File: config.mk
export PLATFORM = sky130hd
export DESIGN_NAME = jtexterm_palrd
export DESIGN_NICKNAME = d
export VERILOG_FILES = /design/src/rtl/jtexterm_palrd.sv
export SDC_FILE = /design/constraint.sdc
export NUM_CORES = 1
export LEC_CHECK = 0
export CAP_MARGIN = 0
export CORE_AREA = 2 2 68 70
export DETAILED_ROUTE_END_ITERATION = 8
export DIE_AREA = 0 0 70 72
export PLACE_DENSITY_LB_ADDON = 0.08
export SYNTH_ARGS = -nofsm -noshare
export SYNTH_HDL_FRONTEND = slang
export SYNTH_SLANG_ARGS = --single-unit
File: constraint.sdc
create_clock -name clk -period 1.7 [get_ports clk]
set_input_delay 0.17 -clock clk [delete_from_list [all_inputs] [get_ports clk]]
set_output_delay 0.17 -clock clk [all_outputs]
set_load 0.01 [all_outputs]
File: src/rtl/jtexterm_palrd.sv
// Palette reader: fetches a two-byte palette entry from a registered-read RAM
// and presents registered 5-bit RGB plus re-timed blanking 3 clk after pxl_cen.
module jtexterm_palrd #(
  parameter int PAL_AW      = 10,
  parameter bit BLANK_BLACK = 1'b1
) (
  input  logic              clk,
  input  logic              rst_n,
  input  logic              pxl_cen,
  input  logic              LHBL,
  input  logic              LVBL,
  input  logic [PAL_AW-2:0] pxl_idx,
  output logic [PAL_AW-1:0] pal_addr,
  input  logic [7:0]        pal_dout,
  output logic [4:0]        red,
  output logic [4:0]        green,
  output logic [4:0]        blue,
  output logic              LHBL_dly,
  output logic              LVBL_dly,
  output logic              overrun
);

  typedef enum logic [1:0] {
    IDLE = 2'd0,
    HI   = 2'd1,
    LO   = 2'd2,
    CAT  = 2'd3
  } state_t;

  state_t            state_r, next_state_s;
  logic [PAL_AW-2:0] idx_r;
  logic              lhbl_r, lvbl_r;
  logic [6:0]        hi_r;
  logic [14:0]       rgb_s;

  // Entry layout: high byte {x, R[4:0], G[4:3]}, low byte {G[2:0], B[4:0]}
  function automatic logic [14:0] unpack_rgb(input logic [6:0] hi_byte, input logic [7:0] lo_byte);
    return {hi_byte[6:2], hi_byte[1:0], lo_byte[7:5], lo_byte[4:0]};
  endfunction

  // State register
  always_ff @(posedge clk) begin
    if (!rst_n) state_r <= IDLE;
    else        state_r <= next_state_s;
  end

  // Next-state logic: one fetch takes four edges, then back to IDLE
  always_comb begin
    next_state_s = state_r;
    case (state_r)
      IDLE: begin
        if (pxl_cen) next_state_s = HI;
        else         next_state_s = IDLE;
      end
      HI:      next_state_s = LO;
      LO:      next_state_s = CAT;
      CAT:     next_state_s = IDLE;
      default: next_state_s = IDLE;
    endcase
  end

  // Colour assembly, forced black on blanked pixels when enabled
  always_comb begin
    rgb_s = unpack_rgb(hi_r, pal_dout);
    if (BLANK_BLACK && !(lhbl_r && lvbl_r)) rgb_s = 15'd0;
    else                                    rgb_s = unpack_rgb(hi_r, pal_dout);
  end

  // Datapath: address sequencing, byte capture, output load, overrun flag
  always_ff @(posedge clk) begin
    if (!rst_n) begin
      pal_addr <= '0;
      idx_r    <= '0;
      lhbl_r   <= 1'b0;
      lvbl_r   <= 1'b0;
      hi_r     <= 7'd0;
      red      <= 5'd0;
      green    <= 5'd0;
      blue     <= 5'd0;
      LHBL_dly <= 1'b0;
      LVBL_dly <= 1'b0;
      overrun  <= 1'b0;
    end else begin
      if (pxl_cen && state_r != IDLE) overrun <= 1'b1;
      case (state_r)
        IDLE: begin
          if (pxl_cen) begin
            idx_r    <= pxl_idx;
            lhbl_r   <= LHBL;
            lvbl_r   <= LVBL;
            pal_addr <= {pxl_idx, 1'b0};
          end
        end
        HI:  pal_addr <= {idx_r, 1'b1};
        // RAM output now holds the high byte requested two edges ago
        LO:  hi_r <= pal_dout[6:0];
        CAT: begin
          {red, green, blue} <= rgb_s;
          LHBL_dly           <= lhbl_r;
          LVBL_dly           <= lvbl_r;
        end
        default: ;
      endcase
    end
  end

endmodule

======== Yosys cells after proc, flatten, opt, wreduce, memory -nomap -nowiden ========
Index checks and enable logic that the tools add are counted.
storage, ports and cells
  register bits after elaboration ......... 48
  bits of input ports ..................... 22
  output and inout port bits .............. 28
  word-level logic and storage cells ...... 28
operators by class
  equality and inequality tests ........... 4
  multiplexer cells ....................... 5
  reduce and logical (&&, ||, !) cells .... 7
operator list
  cell                number
  $pmux 10 s2         1
  $mux 15             1
  $mux 10             1
  $pmux 2 s4          1
  $eq 2x2->1 const B  2
  $reduce_and 2->1    2
  $reduce_bool 2->1   2
  $eq 2x1->1 const B  1
  $logic_and 1x1->1   2
  $logic_not 2->1     1
  $ne 2x2->1 const B  1
  $mux 1              1

======== Logic depth before layout (Yosys ltp) ========
  word-level depth ........................ 3
  depth in mapped cells ................... 6

======== Least setup slack after synthesis ========
No wires, ideal clock.
  path type ............................... reg2reg
  start point ............................. register state_r[0]
  end point ............................... register pal_addr[1]
  arrival ................................. 1.320 ns
  path slack .............................. 0.264 ns
  stages on the path, launching flop included .. 6
  path buffers ............................ 1
  cell sequence ........................... dfxtp_1 inv_1 ha_1 mux2_4 buf_6 o211a_1
between the ends
  cells in the longest elaborated chain, start to end .. 3
ends and longest elaborated chain
  item                                                                     RTL line  text
  start: declaration                                                       30        state_t state_r, next_state_s;
  start signal: assignment                                                 44        else state_r <= next_state_s;
  $eq 2x1->1 / $logic_not 2->1 (equally long branches)                     85        case (state_r)
  $reduce_bool 2->1 (no source line) / $ne 2x2->1 (equally long branches)  n/a
  $reduce_and 2->1 (no source line)                                        n/a
  end signal: assignment                                                   91        pal_addr <= {pxl_idx, 1'b0};
  end signal: assignment                                                   94        HI: pal_addr <= {idx_r, 1'b1};
  end: declaration                                                         13        output logic [PAL_AW-1:0] pal_addr,
Parallel ways exist; a longest one is shown, timed or not.
A chain may end at the register's enable or synchronous reset.

======== Final worst setup path ========
  start point ............................. register state_r[0]
  end point ............................... register pal_addr[7]
Same word-level chain as after synthesis.

==> results.ini <==
[flow_run]
max_cap_viol_count = 0

[clock_network]
cts_tree = done
cts.sinks = 48
cts-root-buf = clkbuf_8
cts_setup_buffers = 0
clockBufferDepth = 2
clk-insertion-delay-late_ns = 0.29
cts_hold_buffers = 0
post_cts_resized = 0
clk_pin_slew_ns = 0.08
htreeDepth = 2
cts_buffers = 5

[sta]
drv_slew = 0
slew_headroom_pct = 64.5
finalWorstSetupSlack_ns = 0.221
tns_ns = 0
skew_ns = 0.00376
min_period_ns = 1.48
worstMarginPinSlew_ns = 0.533
rsz0062_at_grt = false
finalHoldViolCount = 0
setup_viol = 0
clock.fmax_mhz = 676
hold_ws_ns = 0.447
finalCritPeriodShare_pct = 87.0

[yosys]
syn_area_per_cell_um2 = 9.76
syn_inst = 204
ys_ff_latch = 48
synth_area_um2 = 1990
ys_warn_count = 0
yosysSeqAreaShare_pct = 48.2
synth_cell_type_count = 22
synthesis.nets = 231

[floorplanning]
start_util_pct = 46.7
die_h_um = 72
core_um2 = 4260
die-area_um2 = 5040
fp-row-count = 24
num_io_pins = 50
die_w_um = 70

[layout]
fillCellCount = 393
diodes = 0
area_growth_pct = 31.7
regArea_um2 = 961
fin_area_um2 = 2620
final_nets = 278
multiInputGateArea_um2 = 945
drive_gt1_share_pct = 5.16
fin_cells = 304

[placed_design]
dp_hpwl_mm = 2.48
gp_congestion = 0.678
placedInstanceArea_um2 = 2510
place_ws_ns = 0.241
port-buffer-count = 49
placed_cells = 296

[status]
outcome = completed

[grt]
grt-ovfl-total = 0
top_usage_layer = met2
grt_pass1_vias = 1339
antenna_found_initial = 0
use_met1_pct = 20.6
met3_usage_pct = 5.14
use_met2_pct = 23.8
grt_max_degree = 49
grtUsageTotal_pct = 15.5
grt_pass1_wl_mm = 6.26

[worst_setup_path]
cp_data_arrival_time_ns = 1.67
worst_setup_path_start_kind = flip-flop
endpoint_kind = flip-flop
crit_type = flip-flop to flip-flop
r2r-start = state_r[0]
worst-path-max-fanout = 18
r2r_cells = 4
cp.required_ns = 1.89
reg2reg_setup_slack_ns = 0.22
timing.rr.end = pal_addr[7]

[drt]
routed_wl_mm = 3.73
drt-initial-drc-count = 68
drtPass1Iterations = 4
postRouteAntennaNets = 0
routed_via_density = 4.82
drcViolationCount = 0
wire_per_inst_um = 12.3
via_count = 1466

[power]
ir_worst_vdd_mv = 0.501
power_leakage_nw = 1.07
power.density_nw_per_um2 = 932

[worst_hold_path]
hold_end = lvbl_r
hp-class = primary input to flip-flop
holdPathStages = 3
hold_path_startpoint = LVBL

[through the flow]
| step | total power, mW | utilization (%) |
|---|---|---|
| detailed placement | 1.66 | 58.9 |
| finish | 2.44 | 61.5 |
| global route | 2.57 | 61.5 |
| floorplan | 1.50 | - |
| CTS | 2.48 | 61.5 |
| global placement | 1.67 | 58.9 |
[sequential cells by signal, summed over array words and instances (netlist names)]
register,cells
LHBL_dly,1
LVBL_dly,1
blue,5
green,5
hi_r,7
idx_r,9
lhbl_r,1
lvbl_r,1
overrun,1
pal_addr,10
red,5
state_r,2
[placed cells by master (no fill, tap or decap)]
cell type         n
o21ai_0           1
clkdlybuf4s50_1  49
nand2b_1          1
ha_1              5
mux2i_1          18
inv_1             2
a21oi_1          16
clkinvlp_4        1
or2b_1            1
bufinv_16         1
a21boi_0         12
nor2_1            1
nor2b_1          34
and2b_1           6
nand2_1          32
mux2_4            1
and3_1            1
o21a_1            1
o211a_1           9
dfxtp_1          48
clkinv_2          1
buf_4             3
and2_1            2
clkbuf_8          5
buf_12            1
[worst max path at each step]
stage / startpoint / endpoint / slack (ns) / cells after the start
detailed placement: state_r[0] / pal_addr[2] / 0.24 / 4
floorplan: state_r[0] / pal_addr[1] / 0.26 / 5
global placement: state_r[0] / pal_addr[2] / 0.26 / 4
CTS: state_r[0] / pal_addr[7] / 0.21 / 4
global route: state_r[0] / lhbl_r / 0.08 / 5
finish: state_r[0] / pal_addr[7] / 0.22 / 4
[synth_stat cells]
library cell   n  area share (%)
a21boi_0      12             4.5
a21oi_1       16             4.0
and2_1         2            0.63
and2b_1        6             2.3
and3_1         1            0.31
buf_2          6             1.5
buf_4          2            0.75
buf_6          2             1.1
clkbuf_1       3            0.57
dfxtp_1       48              48
ha_1           5             3.1
inv_1          2            0.38
mux2_4         1            0.75
mux2i_1       18             9.0
nand2_1       32             6.0
nand2b_1       1            0.31
nor2_1         1            0.19
nor2b_1       34              11
o211a_1        9             4.5
o21a_1         1            0.38
o21ai_0        1            0.25
or2b_1         1            0.38
[worst max-delay path: stages, from the launching register on]
cell and delay (ns):
dfxtp_1 0.38, inv_1 0.09, ha_1 0.27, mux2_4 0.41, o211a_1 0.23
[per-layer routing]
metal / share of wire, % / vias up
li1: - / 762
met1: 51 / 662
met2: 44 / 38
met5: 0 / -
met3: 4.5 / 4
met4: 1.1 / 0
[logic make-up after synthesis]
kind of cell    synth area share [%]
compound gates                  13.7
fa+ha+maj                       3.14
buf+inv                         4.33
flops                           48.2
mux                             9.80
simple gates                    20.8
[area by class of cell]
| class | count | area share (%) |
|---|---|---|
| Timing Repair Buffer | 53 | 20.3 |
| Multi-Input combinational cell | 141 | 36.0 |
| Tap cell | 52 | 2.48 |
| Clock inverter | 3 | 1.62 |
| Inverter | 2 | 0.286 |
| Sequential cell | 48 | 36.6 |
| Clock buffer | 5 | 2.62 |
[power breakdown]
part	internal, mW	switching (mW)
logic	0.221	0.181
clock network	0.435	0.372
registers	1.20	0.0393
No activity file was read; power rests on OpenSTA's default activity.
